File: config.mk
export PLATFORM = sky130hd
export DESIGN_NAME = chirp_generator_flat
export DESIGN_NICKNAME = d
export VERILOG_FILES = /design/src/rtl/chirp_generator_if.sv /design/src/rtl/chirp_generator.sv /design/src/flat_wrapper.sv
export SDC_FILE = /design/constraint.sdc
export NUM_CORES = 1
export LEC_CHECK = 0
export CAP_MARGIN = 5
export CORE_MARGIN = 2
export CORE_UTILIZATION = 57
export DETAILED_ROUTE_END_ITERATION = 16
export PLACE_DENSITY = 0.93
export SLEW_MARGIN = 20
export SYNTH_ARGS = -nofsm -noshare
export SYNTH_HDL_FRONTEND = slang
export SYNTH_SLANG_ARGS = --single-unit
File: constraint.sdc
create_clock -name aclk -period 4.36 [get_ports aclk]
set_input_delay 0.872 -clock aclk [delete_from_list [all_inputs] [get_ports aclk]]
set_output_delay 0.872 -clock aclk [all_outputs]
set_load 0.02 [all_outputs]
File: src/rtl/chirp_generator_if.sv
// Chirp generator control/sample bundle: DAC status, chirp request/config, status and phase stream.
// Latency: none (pure wiring bundle).
// Backpressure: dac_ready/chirp_enable act as level qualifiers; the sample stream has no ready.
`timescale 1ns/1ps
interface chirp_generator_if #(
    parameter int PHASE_W = 32,
    parameter int OUT_W   = 16
);
    logic               dac_ready;
    logic               chirp_init;
    logic               chirp_enable;
    logic [PHASE_W-1:0] chirp_freq_offset;
    logic [PHASE_W-1:0] chirp_tuning_coeff;
    logic [31:0]        chirp_count_max;
    logic               chirp_ready;
    logic               chirp_active;
    logic               chirp_done;
    logic               chirp_aborted;
    logic [OUT_W-1:0]   phase_out;
    logic               phase_valid;

    // Controller side: drives requests and configuration, observes status and samples.
    modport master (
        output dac_ready, chirp_init, chirp_enable,
        output chirp_freq_offset, chirp_tuning_coeff, chirp_count_max,
        input  chirp_ready, chirp_active, chirp_done, chirp_aborted,
        input  phase_out, phase_valid
    );

    // Generator side.
    modport slave (
        input  dac_ready, chirp_init, chirp_enable,
        input  chirp_freq_offset, chirp_tuning_coeff, chirp_count_max,
        output chirp_ready, chirp_active, chirp_done, chirp_aborted,
        output phase_out, phase_valid
    );
endinterface

File: src/rtl/chirp_generator.sv
// Linear-FM chirp phase generator: quadratic phase accumulator driven by a ramping frequency word.
// Latency: chirp_init sampled at edge N -> first sample (phase 0) registered at edge N+1.
// Backpressure: none per sample; chirp_enable or dac_ready low mid-chirp aborts it on the next edge.
`timescale 1ns/1ps
module chirp_generator #(
    parameter int PHASE_W = 32,
    parameter int OUT_W   = 16
) (
    input  logic aclk,
    input  logic aresetn,
    chirp_generator_if.slave bus
);

    typedef enum logic [1:0] {
        S_INIT  = 2'd0,
        S_READY = 2'd1,
        S_CHIRP = 2'd2,
        S_DONE  = 2'd3
    } state_t;

    state_t             r_state;
    logic [PHASE_W-1:0] r_phase;
    logic [PHASE_W-1:0] r_freq;
    logic [PHASE_W-1:0] r_coeff;
    logic [31:0]        r_count;
    logic               r_ready;
    logic               r_active;
    logic               r_done;
    logic               r_aborted;
    logic [OUT_W-1:0]   r_phase_out;

    logic [31:0]        w_count_load;
    logic [OUT_W-1:0]   w_phase_top;

    // A zero sample count still produces one sample.
    assign w_count_load = (bus.chirp_count_max == 32'd0) ? 32'd1 : bus.chirp_count_max;
    assign w_phase_top  = r_phase[PHASE_W-1 -: OUT_W];

    // Control FSM plus datapath; every output is a register updated alongside the state.
    always_ff @(posedge aclk or negedge aresetn) begin
        if (!aresetn) begin
            r_state     <= S_INIT;
            r_phase     <= '0;
            r_freq      <= '0;
            r_coeff     <= '0;
            r_count     <= '0;
            r_ready     <= 1'b0;
            r_active    <= 1'b0;
            r_done      <= 1'b0;
            r_aborted   <= 1'b0;
            r_phase_out <= '0;
        end else begin
            // Pulses and the sample stream default low; only a producing CHIRP cycle raises them.
            r_done      <= 1'b0;
            r_aborted   <= 1'b0;
            r_active    <= 1'b0;
            r_phase_out <= '0;
            case (r_state)
                S_INIT: begin
                    r_ready <= 1'b0;
                    if (bus.dac_ready) begin
                        r_state <= S_READY;
                        r_ready <= 1'b1;
                    end
                end
                S_READY: begin
                    // Losing the DAC outranks a start request.
                    if (!bus.dac_ready) begin
                        r_state <= S_INIT;
                        r_ready <= 1'b0;
                    end else if (bus.chirp_init && bus.chirp_enable) begin
                        r_state <= S_CHIRP;
                        r_ready <= 1'b0;
                        r_phase <= '0;
                        r_freq  <= bus.chirp_freq_offset;
                        r_coeff <= bus.chirp_tuning_coeff;
                        r_count <= w_count_load;
                    end
                end
                S_CHIRP: begin
                    // A completed sample count is a normal end even if enable drops at the same time.
                    if (r_count == 32'd0) begin
                        r_state <= S_DONE;
                        r_done  <= 1'b1;
                    end else if (!bus.chirp_enable || !bus.dac_ready) begin
                        r_state   <= S_DONE;
                        r_done    <= 1'b1;
                        r_aborted <= 1'b1;
                    end else begin
                        r_active    <= 1'b1;
                        r_phase_out <= w_phase_top;
                        r_phase     <= r_phase + r_freq;
                        r_freq      <= r_freq + r_coeff;
                        r_count     <= r_count - 32'd1;
                    end
                end
                S_DONE: begin
                    if (bus.dac_ready) begin
                        r_state <= S_READY;
                        r_ready <= 1'b1;
                    end else begin
                        r_state <= S_INIT;
                        r_ready <= 1'b0;
                    end
                end
                default: begin
                    r_state <= S_INIT;
                    r_ready <= 1'b0;
                end
            endcase
        end
    end

    assign bus.chirp_ready   = r_ready;
    assign bus.chirp_active  = r_active;
    assign bus.phase_valid   = r_active;
    assign bus.chirp_done    = r_done;
    assign bus.chirp_aborted = r_aborted;
    assign bus.phase_out     = r_phase_out;

endmodule
File: src/flat_wrapper.sv
// flat-port wrapper written by rule: the top's interface ports become plain ports
module chirp_generator_flat 
#(
    parameter int PHASE_W = 32,
    parameter int OUT_W   = 16
)
  (aclk, aresetn, bus_dac_ready, bus_chirp_init, bus_chirp_enable, bus_chirp_freq_offset, bus_chirp_tuning_coeff, bus_chirp_count_max, bus_chirp_ready, bus_chirp_active, bus_chirp_done, bus_chirp_aborted, bus_phase_out, bus_phase_valid);
  chirp_generator_if #(.PHASE_W(PHASE_W), .OUT_W(OUT_W)) bus_i ();
  input  logic aclk;
  input  logic aresetn;
  input wire logic [$bits(bus_i.dac_ready)-1:0] bus_dac_ready;
  input wire logic [$bits(bus_i.chirp_init)-1:0] bus_chirp_init;
  input wire logic [$bits(bus_i.chirp_enable)-1:0] bus_chirp_enable;
  input wire logic [$bits(bus_i.chirp_freq_offset)-1:0] bus_chirp_freq_offset;
  input wire logic [$bits(bus_i.chirp_tuning_coeff)-1:0] bus_chirp_tuning_coeff;
  input wire logic [$bits(bus_i.chirp_count_max)-1:0] bus_chirp_count_max;
  output wire logic [$bits(bus_i.chirp_ready)-1:0] bus_chirp_ready;
  output wire logic [$bits(bus_i.chirp_active)-1:0] bus_chirp_active;
  output wire logic [$bits(bus_i.chirp_done)-1:0] bus_chirp_done;
  output wire logic [$bits(bus_i.chirp_aborted)-1:0] bus_chirp_aborted;
  output wire logic [$bits(bus_i.phase_out)-1:0] bus_phase_out;
  output wire logic [$bits(bus_i.phase_valid)-1:0] bus_phase_valid;
  assign bus_i.dac_ready = bus_dac_ready;
  assign bus_i.chirp_init = bus_chirp_init;
  assign bus_i.chirp_enable = bus_chirp_enable;
  assign bus_i.chirp_freq_offset = bus_chirp_freq_offset;
  assign bus_i.chirp_tuning_coeff = bus_chirp_tuning_coeff;
  assign bus_i.chirp_count_max = bus_chirp_count_max;
  assign bus_chirp_ready = bus_i.chirp_ready;
  assign bus_chirp_active = bus_i.chirp_active;
  assign bus_chirp_done = bus_i.chirp_done;
  assign bus_chirp_aborted = bus_i.chirp_aborted;
  assign bus_phase_out = bus_i.phase_out;
  assign bus_phase_valid = bus_i.phase_valid;
  chirp_generator #(.PHASE_W(PHASE_W), .OUT_W(OUT_W)) u_core (.aclk(aclk), .aresetn(aresetn), .bus(bus_i));
endmodule
# Word-level counts from Yosys, hierarchy flattened
# Index checks and enable logic that the tools add are counted.
# classes
addsub	3
n_eq_ne	10
muxes	38
n_reduce_logical	14
# ops
cell	count
$mux 32	13
$pmux 32 s2	3
$add 32x32->32	2
$logic_not 32->1	2
$mux 16	3
$sub 32x1->32 const B	1
$mux 1	12
$mux 2	5
$ne 2x2->1 const B	4
$pmux 2 s4	1
$reduce_and 3->1	2
$reduce_and 5->1	1
$eq 2x2->1 const B	2
$reduce_bool 2->1	2
$ne 3x1->1 const B	1
$ne 3x2->1 const B	1
$eq 2x1->1 const B	1
$logic_not 1->1	2
$logic_not 2->1	1
$ne 2x1->1 const B	1
$pmux 1 s2	1
$reduce_and 2->1	1
$reduce_or 2->1	1
$logic_and 1x1->1	1
$logic_or 1x1->1	1
# totals
register_bits	150
inputBits	101
output_inout_bits	21
word_cells	75

# Depth between registers and ports, before layout
# Gate-level depths: netlist of the first run.
# depth
word_depth	5
depth_mapped	13
depth_no_buf	13

# Worst setup path after synthesis of the first run
# No wires, ideal clock.
# synth_timing
path_kind	reg2reg
startpoint	register u_core.r_freq[0]
endpoint	register u_core.r_freq[28]
setup_ps	120
arrival_ps	3062
t_required_ps	4240
setup_slack_ps	1179
path_stages_with_launch	13
path_buffers	0
synth_period_minus_slack_ps	3181
cell_sequence	dfrtp_1 -> ha_1 -> fa_1 -> a211oi_1 -> o21bai_1 -> o21ai_1 -> a31oi_1 -> a41oi_1 -> o31ai_1 -> o41ai_1 -> mux2i_1 -> o21ai_0 -> a31o_1
# synth_between
elab_chain_cells	4
# synth_rtl
element	line	rtl
start, declared	chirp_generator.sv:23	logic [PHASE_W-1:0] r_freq;
start signal, assigned	chirp_generator.sv:75	r_freq <= bus.chirp_freq_offset;
start signal, assigned	chirp_generator.sv:93	r_freq <= r_freq + r_coeff;
$add 32x32->32	chirp_generator.sv:93	
$mux 32	chirp_generator.sv:85	end else if (!bus.chirp_enable || !bus.dac_ready) begin
$mux 32	chirp_generator.sv:82	if (r_count == 32'd0) begin
$pmux 32 s2	chirp_generator.sv:58	case (r_state)
# Every way passes these cells. The select of a mux whose other input is x is not followed.
# A chain may end at the register's enable or synchronous reset.

# Worst setup path after layout of the first run
# Same ends and word-level chain as after synthesis.

==> qor.txt, run 1 <==
met3 Track Usage GR = 0.0556
die width = 135 um
register bit total from synthesis = 150
drt first-iter violations = 781
DP Wirelength = 17800 um
sequential fraction of the synthesis area = 0.384
RSZ-0062 raised after global routing = no
min cycle time layout = 3.88 ns
yosys warns = 0
Power Density = 741 nW/um2
grt ovf = 0
number of global-route vias before repair = 8623
Routed Wire Length = 25500 um
Fmax = 0.258 GHz
drt pass-1 iters = 7
CP max FO = 3
Reg clk slew, reported paths = 0.06 ns
clock power share = 0.187
IO buf count = 121
Critical Path RT = 4.68 ns
Slew headroom = 0.391
Sw Share = 0.426
Tcrit/Tclk final = 0.889
Via-to-Cell Ratio = 6.27
postcts setup bufs = 0
Logic pwr share = 0.523
clock latency on the worst-skew pair = 0.44 ns
core box area = 16600 um2
Top Ports = 122
Top FF cell, synth = dfrtp_1
htree depth = 4
die height = 135 um
setup TNS = 0 ns
Worst setup EP type = flip-flop
row count = 47
first-pass GRT wire length = 42300 um
Arrival @ worst endpoint = 4.20 ns
post-route ant nets = 0
layout cells sized above 1 = 0.0809
Antenna Cells = 0
TritonCTS clock tree = done
Leak = 5.19 nW
Hold Vio Cnt, Final = 0
Synth Net Count = 1231
Tot GR Track Use = 0.290
Post-Place Worst Slack = 0.646 ns
Avg Inst Size Synth = 9.23 um2
Synth top area share = 0.384
Clock Tree Buf Depth = 2
GR Layer Usage met2 = 0.497
nets@finish = 1335
Root Buffer = clkbuf_16
Distinct cells, synth = 75
final slew viol count = 0
CTS-repair resized insts = 0
peak supply drop = 427 uV
Starting Density = 0.587
largest net degree at the start of global routing = 99
global placement routability congestion = 0.914
top area cells in the synthesized netlist = dfrtp_1 38%, ha_1 8.8%, a21oi_1 5.3%, nand2_1 4.3%, mux2_2 3.8%
startpoint types = flip-flop
antenna violations before repair = 0
gate count after technology mapping = 1059
Max-Cap Viols = 0
TritonCTS Sinks = 150
Slew @ Worst Pin = 0.913 ns
Yosys top cell by area = dfrtp_1
final worst slack = 0.483 ns
post-DR wirelength/cell = 18.3 um
Area Growth Syn to Fin = 20.2%
GR peak layer = met2
Hold/Removal Path Class = reg2reg
worst reg-to-reg setup slack = 0.48 ns
Setup Skew = 0.0104 ns
ys async rst share = 1.00
GR Layer Usage met1 = 0.372
sequential share of power = 0.291
CTS buffer count = 17
Vias = 8745
die area = 18200 um2
net switching power = 3.71 mW
Setup Viol. Count Final = 0
Post-Syn Area = 9770 um2
# DRC = 0
Commonest cells post-synth = 150 x dfrtp_1, 113 x nand2_1, 104 x a21oi_1
Pint = 5.00 mW
most frequent cell after synthesis = dfrtp_1
post-cts hold buffer count = 0
Post-synth EDFFs = 0
status = completed
Worst Path Class, Setup = reg2reg
## registers in the layout, indices dropped and copies added, names as in the netlist, named ones only
register,count
u_core.bus.chirp_aborted,1
u_core.bus.chirp_active,1
u_core.bus.chirp_done,1
u_core.bus.chirp_ready,1
u_core.bus.phase_out,16
u_core.r_coeff,32
u_core.r_count,32
u_core.r_freq,32
u_core.r_phase,32
u_core.r_state,1
## logic make-up after synthesis
kind of cell | share of synthesized area
xor+xnor | 0.0466
compound gates | 0.225
buf+inv | 0.0344
fa+ha+maj | 0.0924
mux | 0.0534
flops | 0.384
simple gates | 0.164
## metrics by stage
| step | power [mW] | hold WS [ns] | cells | utilization | instance area, um2 |
|---|---|---|---|---|---|
| 5_1_grt | 9.33 | 0.522 | 1394 | 0.706 | 11700 |
| 3_5_place_dp | 6.94 | 0.485 | 1364 | 0.667 | 11100 |
| 2_1_floorplan | 5.88 | 0.451 | 1059 | - | 9770 |
| 6_report | 8.71 | 0.497 | 1394 | 0.706 | 11700 |
| 4_1_cts | 8.63 | 0.497 | 1394 | 0.706 | 11700 |
| 3_3_place_gp | 6.72 | 0.471 | 1364 | 0.667 | 11100 |
## worst max-delay path: stages (launching register included)
cell and delay, ns:
dfrtp_1 0.41, ha_1 0.24, fa_1 0.49, a211oi_1 0.38, o21bai_1 0.16, o21ai_1 0.22, a31oi_1 0.18, a41oi_1 0.47
o31ai_1 0.17, o41ai_1 0.41, mux2i_1 0.27, o21ai_0 0.10, a31o_1 0.25
## cells in the final DEF, fill, tap and decap left out, types with 4 or more instances in the layout
cell | Yosys | final
o21ai_0 | 51 | 51
o21ai_1 | 57 | 57
a21oi_1 | 104 | 104
dfrtp_1 | 150 | 150
and3_1 | 12 | 12
o31ai_1 | 7 | 7
nand3_1 | 23 | 23
nand2_1 | 113 | 113
nand4_1 | 10 | 10
o41ai_1 | 4 | 4
mux2_2 | 33 | 33
bufinv_16 | 0 | 5
a31oi_1 | 6 | 6
a22oi_1 | 4 | 4
or3_1 | 4 | 4
ha_1 | 69 | 68
a21o_1 | 30 | 30
buf_4 | 3 | 5
o22ai_1 | 16 | 16
nand2b_1 | 7 | 7
nor2_1 | 56 | 56
o21a_1 | 9 | 9
a221o_1 | 8 | 8
and2_1 | 23 | 23
nor3_1 | 21 | 21
clkdlybuf4s50_1 | 0 | 120
xnor2_1 | 33 | 33
a211oi_1 | 8 | 8
clkbuf_16 | 0 | 17
nor4_1 | 17 | 17
xor2_1 | 19 | 19
inv_1 | 25 | 25
nor2b_1 | 5 | 5
o21bai_1 | 16 | 16
mux2i_1 | 15 | 15
## worst paths after layout
path	startpoint	endpoint	depth (start not counted)
worst max-delay path	u_core.r_freq[0]	u_core.r_freq[28]	12
worst min-delay path	u_core.r_phase[12]	u_core.r_phase[12]	2
worst max register to register	u_core.r_freq[0]	u_core.r_freq[28]	12
worst min register to register	u_core.r_phase[12]	u_core.r_phase[12]	2
max in group asynchronous	aresetn	u_core.r_freq[3]	2
min in group asynchronous	aresetn	u_core.bus.chirp_active	1
## per-layer routing
layer | wire length [um] | up-vias | part of all wire
met5 | 0 | - | 0
met4 | 586 | 0 | 0.023
met3 | 1770 | 56 | 0.069
met2 | 12600 | 378 | 0.49
met1 | 10600 | 4205 | 0.41
li1 | - | 4106 | -
## power groups by stage
stage,clock (mW),sequential [mW],combinational (mW)
6_report,1.62,2.53,4.55
5_1_grt,1.70,2.59,5.04
4_1_cts,1.64,2.51,4.48
3_5_place_dp,0,2.52,4.42
3_3_place_gp,0,2.49,4.23
2_1_floorplan,0,2.35,3.52
## area by class of cell
type | count | area, um2
clock inverters | 9 | 174
repair buffers | 128 | 1290
flip-flops and latches | 150 | 3750
well taps | 220 | 275
fillers | 1190 | 4890
inverters | 25 | 93.8
multi-input cells | 841 | 5690
clock buffers | 21 | 470
Power figures use the tool's default switching activity.
==> inputs of run 2 (changes only) <==
CORE_ASPECT_RATIO = 1.25   (was unset)
CTS_CLUSTER_DIAMETER = 200   (was unset)
==> run 2 against run 1 <==
Against the previous run: clock power down 6%; clock-buffer cell count shrank 2; sequential share of layout area up 0.072 points; critical endpoint unchanged; highest routed layer unchanged; global-route usage increased by 0.58 points.
==> qor.txt, run 2 (synthesized netlist as in run 1, its figures left out) <==
Routed Wire Length = 25700 um (was 25500 um)
Power Density = 733 nW/um2 (was 741 nW/um2)
setup TNS = 0 ns (unchanged)
CTS buffer count = 17 (unchanged)
post-route ant nets = 0 (unchanged)
die width = 121 um (was 135 um)
Post-Layout Cell Count = 1399 (was 1394)
Slew headroom = 0.359 (was 0.391)
antenna violations before repair = 0 (unchanged)
post-cts hold buffer count = 0 (unchanged)
Hold WS = 0.434 ns (was 0.497 ns)
ordered list of cells on the worst path = ha_1 -> fa_1 -> a211oi_1 -> o21bai_1 -> o21ai_1 -> a31oi_1 -> a41oi_1 -> o31ai_1 -> o41ai_1 -> mux2i_1 -> o21ai_0 -> a31o_1 (unchanged)
CTS-repair resized insts = 0 (unchanged)
grt ovf = 0 (unchanged)
largest net degree at the start of global routing = 83 (was 99)
Setup Skew = 0.0100 ns (was 0.0104 ns)
drt first-iter violations = 732 (was 781)
Area Growth Syn to Fin = 20.0% (was 20.2%)
Antenna Cells = 0 (unchanged)
Worst Path Class, Setup = reg2reg (unchanged)
Post-Place Worst Slack = 0.660 ns (was 0.646 ns)
Clock Tree Buf Depth = 2 (unchanged)
commonest cells after routing, fill and taps aside = 150 x dfrtp_1, 120 x clkdlybuf4s50_1, 113 x nand2_1, 104 x a21oi_1, 68 x ha_1 (unchanged)
startpoint types = flip-flop (unchanged)
Multi-input gate area = 5690 um2 (unchanged)
global placement routability congestion = 0.940 (was 0.914)
TritonCTS clock tree = done (unchanged)
R2R cell count = 12 (unchanged)
DP Wirelength = 18300 um (was 17800 um)
Setup Viol. Count Final = 0 (unchanged)
IO buf count = 121 (unchanged)
Top Ports = 122 (unchanged)
Register Area = 3750 um2 (unchanged)
final slew viol count = 0 (unchanged)
Tot GR Track Use = 0.296 (was 0.290)
Hold Vio Cnt, Final = 0 (unchanged)
Critical Path RT = 4.69 ns (was 4.68 ns)
layout cells sized above 1 = 0.0857 (was 0.0809)
Starting Density = 0.582 (was 0.587)
die area = 18200 um2 (about the same)
Post-Route Utilization = 0.699 (was 0.706)
die height = 150 um (was 135 um)
htree depth = 4 (unchanged)
Slowest Stage Delay on Critical Path = 0.51 ns (was 0.49 ns)
Via-to-Cell Ratio = 6.35 (was 6.27)
first-pass GRT wire length = 42800 um (was 42300 um)
Placed Cells incl. Taps = 1367 (was 1364)
Reg clk slew, reported paths = 0.06 ns (about the same)
row count = 53 (was 47)
drt pass-1 iters = 6 (was 7)
post-DR wirelength/cell = 18.4 um (was 18.3 um)
RSZ-0062 raised after global routing = no (unchanged)
clock latency on the worst-skew pair = 0.44 ns (about the same)
core box area = 16800 um2 (was 16600 um2)
Root Buffer = clkbuf_16 (unchanged)
postcts setup bufs = 0 (unchanged)
nets@finish = 1338 (was 1335)
Leak = 5.17 nW (was 5.19 nW)
number of global-route vias before repair = 8975 (was 8623)
Hold/Removal Path Class = in2async (was reg2reg)
Fmax = 0.262 GHz (was 0.258 GHz)
worst-path cell with the longest stage delay = fa_1 (unchanged)
Max-Cap Viols = 0 (unchanged)
# DRC = 0 (unchanged)
Arrival @ worst endpoint = 4.15 ns (was 4.20 ns)
final worst slack = 0.541 ns (was 0.483 ns)
Vias = 8881 (was 8745)
min cycle time layout = 3.82 ns (was 3.88 ns)
TritonCTS Sinks = 150 (unchanged)
Slew @ Worst Pin = 0.958 ns (was 0.913 ns)
peak supply drop = 338 uV (was 427 uV)
status = completed (unchanged)
Tcrit/Tclk final = 0.876 (was 0.889)
Worst setup EP type = flip-flop (unchanged)
most common cell after layout, fill and taps aside = dfrtp_1 (unchanged)
CP max FO = 3 (unchanged)
FILL cells = 1183 (was 1190)
run 2: worst max-delay path: cells and delay by family, from the launching register on:
family                   cells  cell delay, ns
flip-flops                   1            0.39
AO/OA/AOI/OAI                9            2.28
adder cells (fa/ha/maj)      2            0.77
multiplexers                 1            0.26
run 2: stage by stage:
step	instance area, um2	total power, mW
CTS	11700	8.51
floorplan	9770	5.88
global route	11700	9.22
finish	11700	8.59
global placement	11100	6.71
detailed placement	11100	6.93
run 2: cell type report:
type / count / share of cell area
clock buffers: 19 / 0.0386
clock inverters: 13 / 0.0132
inverters: 25 / 0.00801
multi-input cells: 841 / 0.486
flip-flops and latches: 150 / 0.320
well taps: 220 / 0.0235
repair buffers: 131 / 0.111
run 2: layer usage:
metal	GRT usage	routed length [um]
met5	0	0
met4	0.173	1300
met3	0.0527	1620
met2	0.495	12800
met1	0.356	10000
run 2: path summary, 6_finish.rpt:
path	startpoint	to	slack [ns]
setup / recovery	u_core.r_coeff[0]	u_core.r_freq[28]	0.54
hold / removal	aresetn	u_core.bus.phase_out[14]	0.43
setup reg to reg	u_core.r_coeff[0]	u_core.r_freq[28]	0.54
hold reg to reg	u_core.r_phase[5]	u_core.r_phase[5]	0.49
max in group asynchronous	aresetn	u_core.r_freq[5]	3.03
min in group aclk	u_core.r_phase[5]	u_core.r_phase[5]	0.49
run 2: report_power, final:
| group | switching (mW) | internal [mW] | total [mW] |
|---|---|---|---|
| registers | 0.600 | 1.95 | 2.55 |
| clock network | 0.608 | 0.925 | 1.53 |
| logic | 2.51 | 2.00 | 4.51 |
==> inputs of run 3 (changes only) <==
CTS_CLUSTER_SIZE = 10   (was unset)
==> results of run 3 <==
Same layout as run 2: the final DEF is identical, and so are final timing and power.
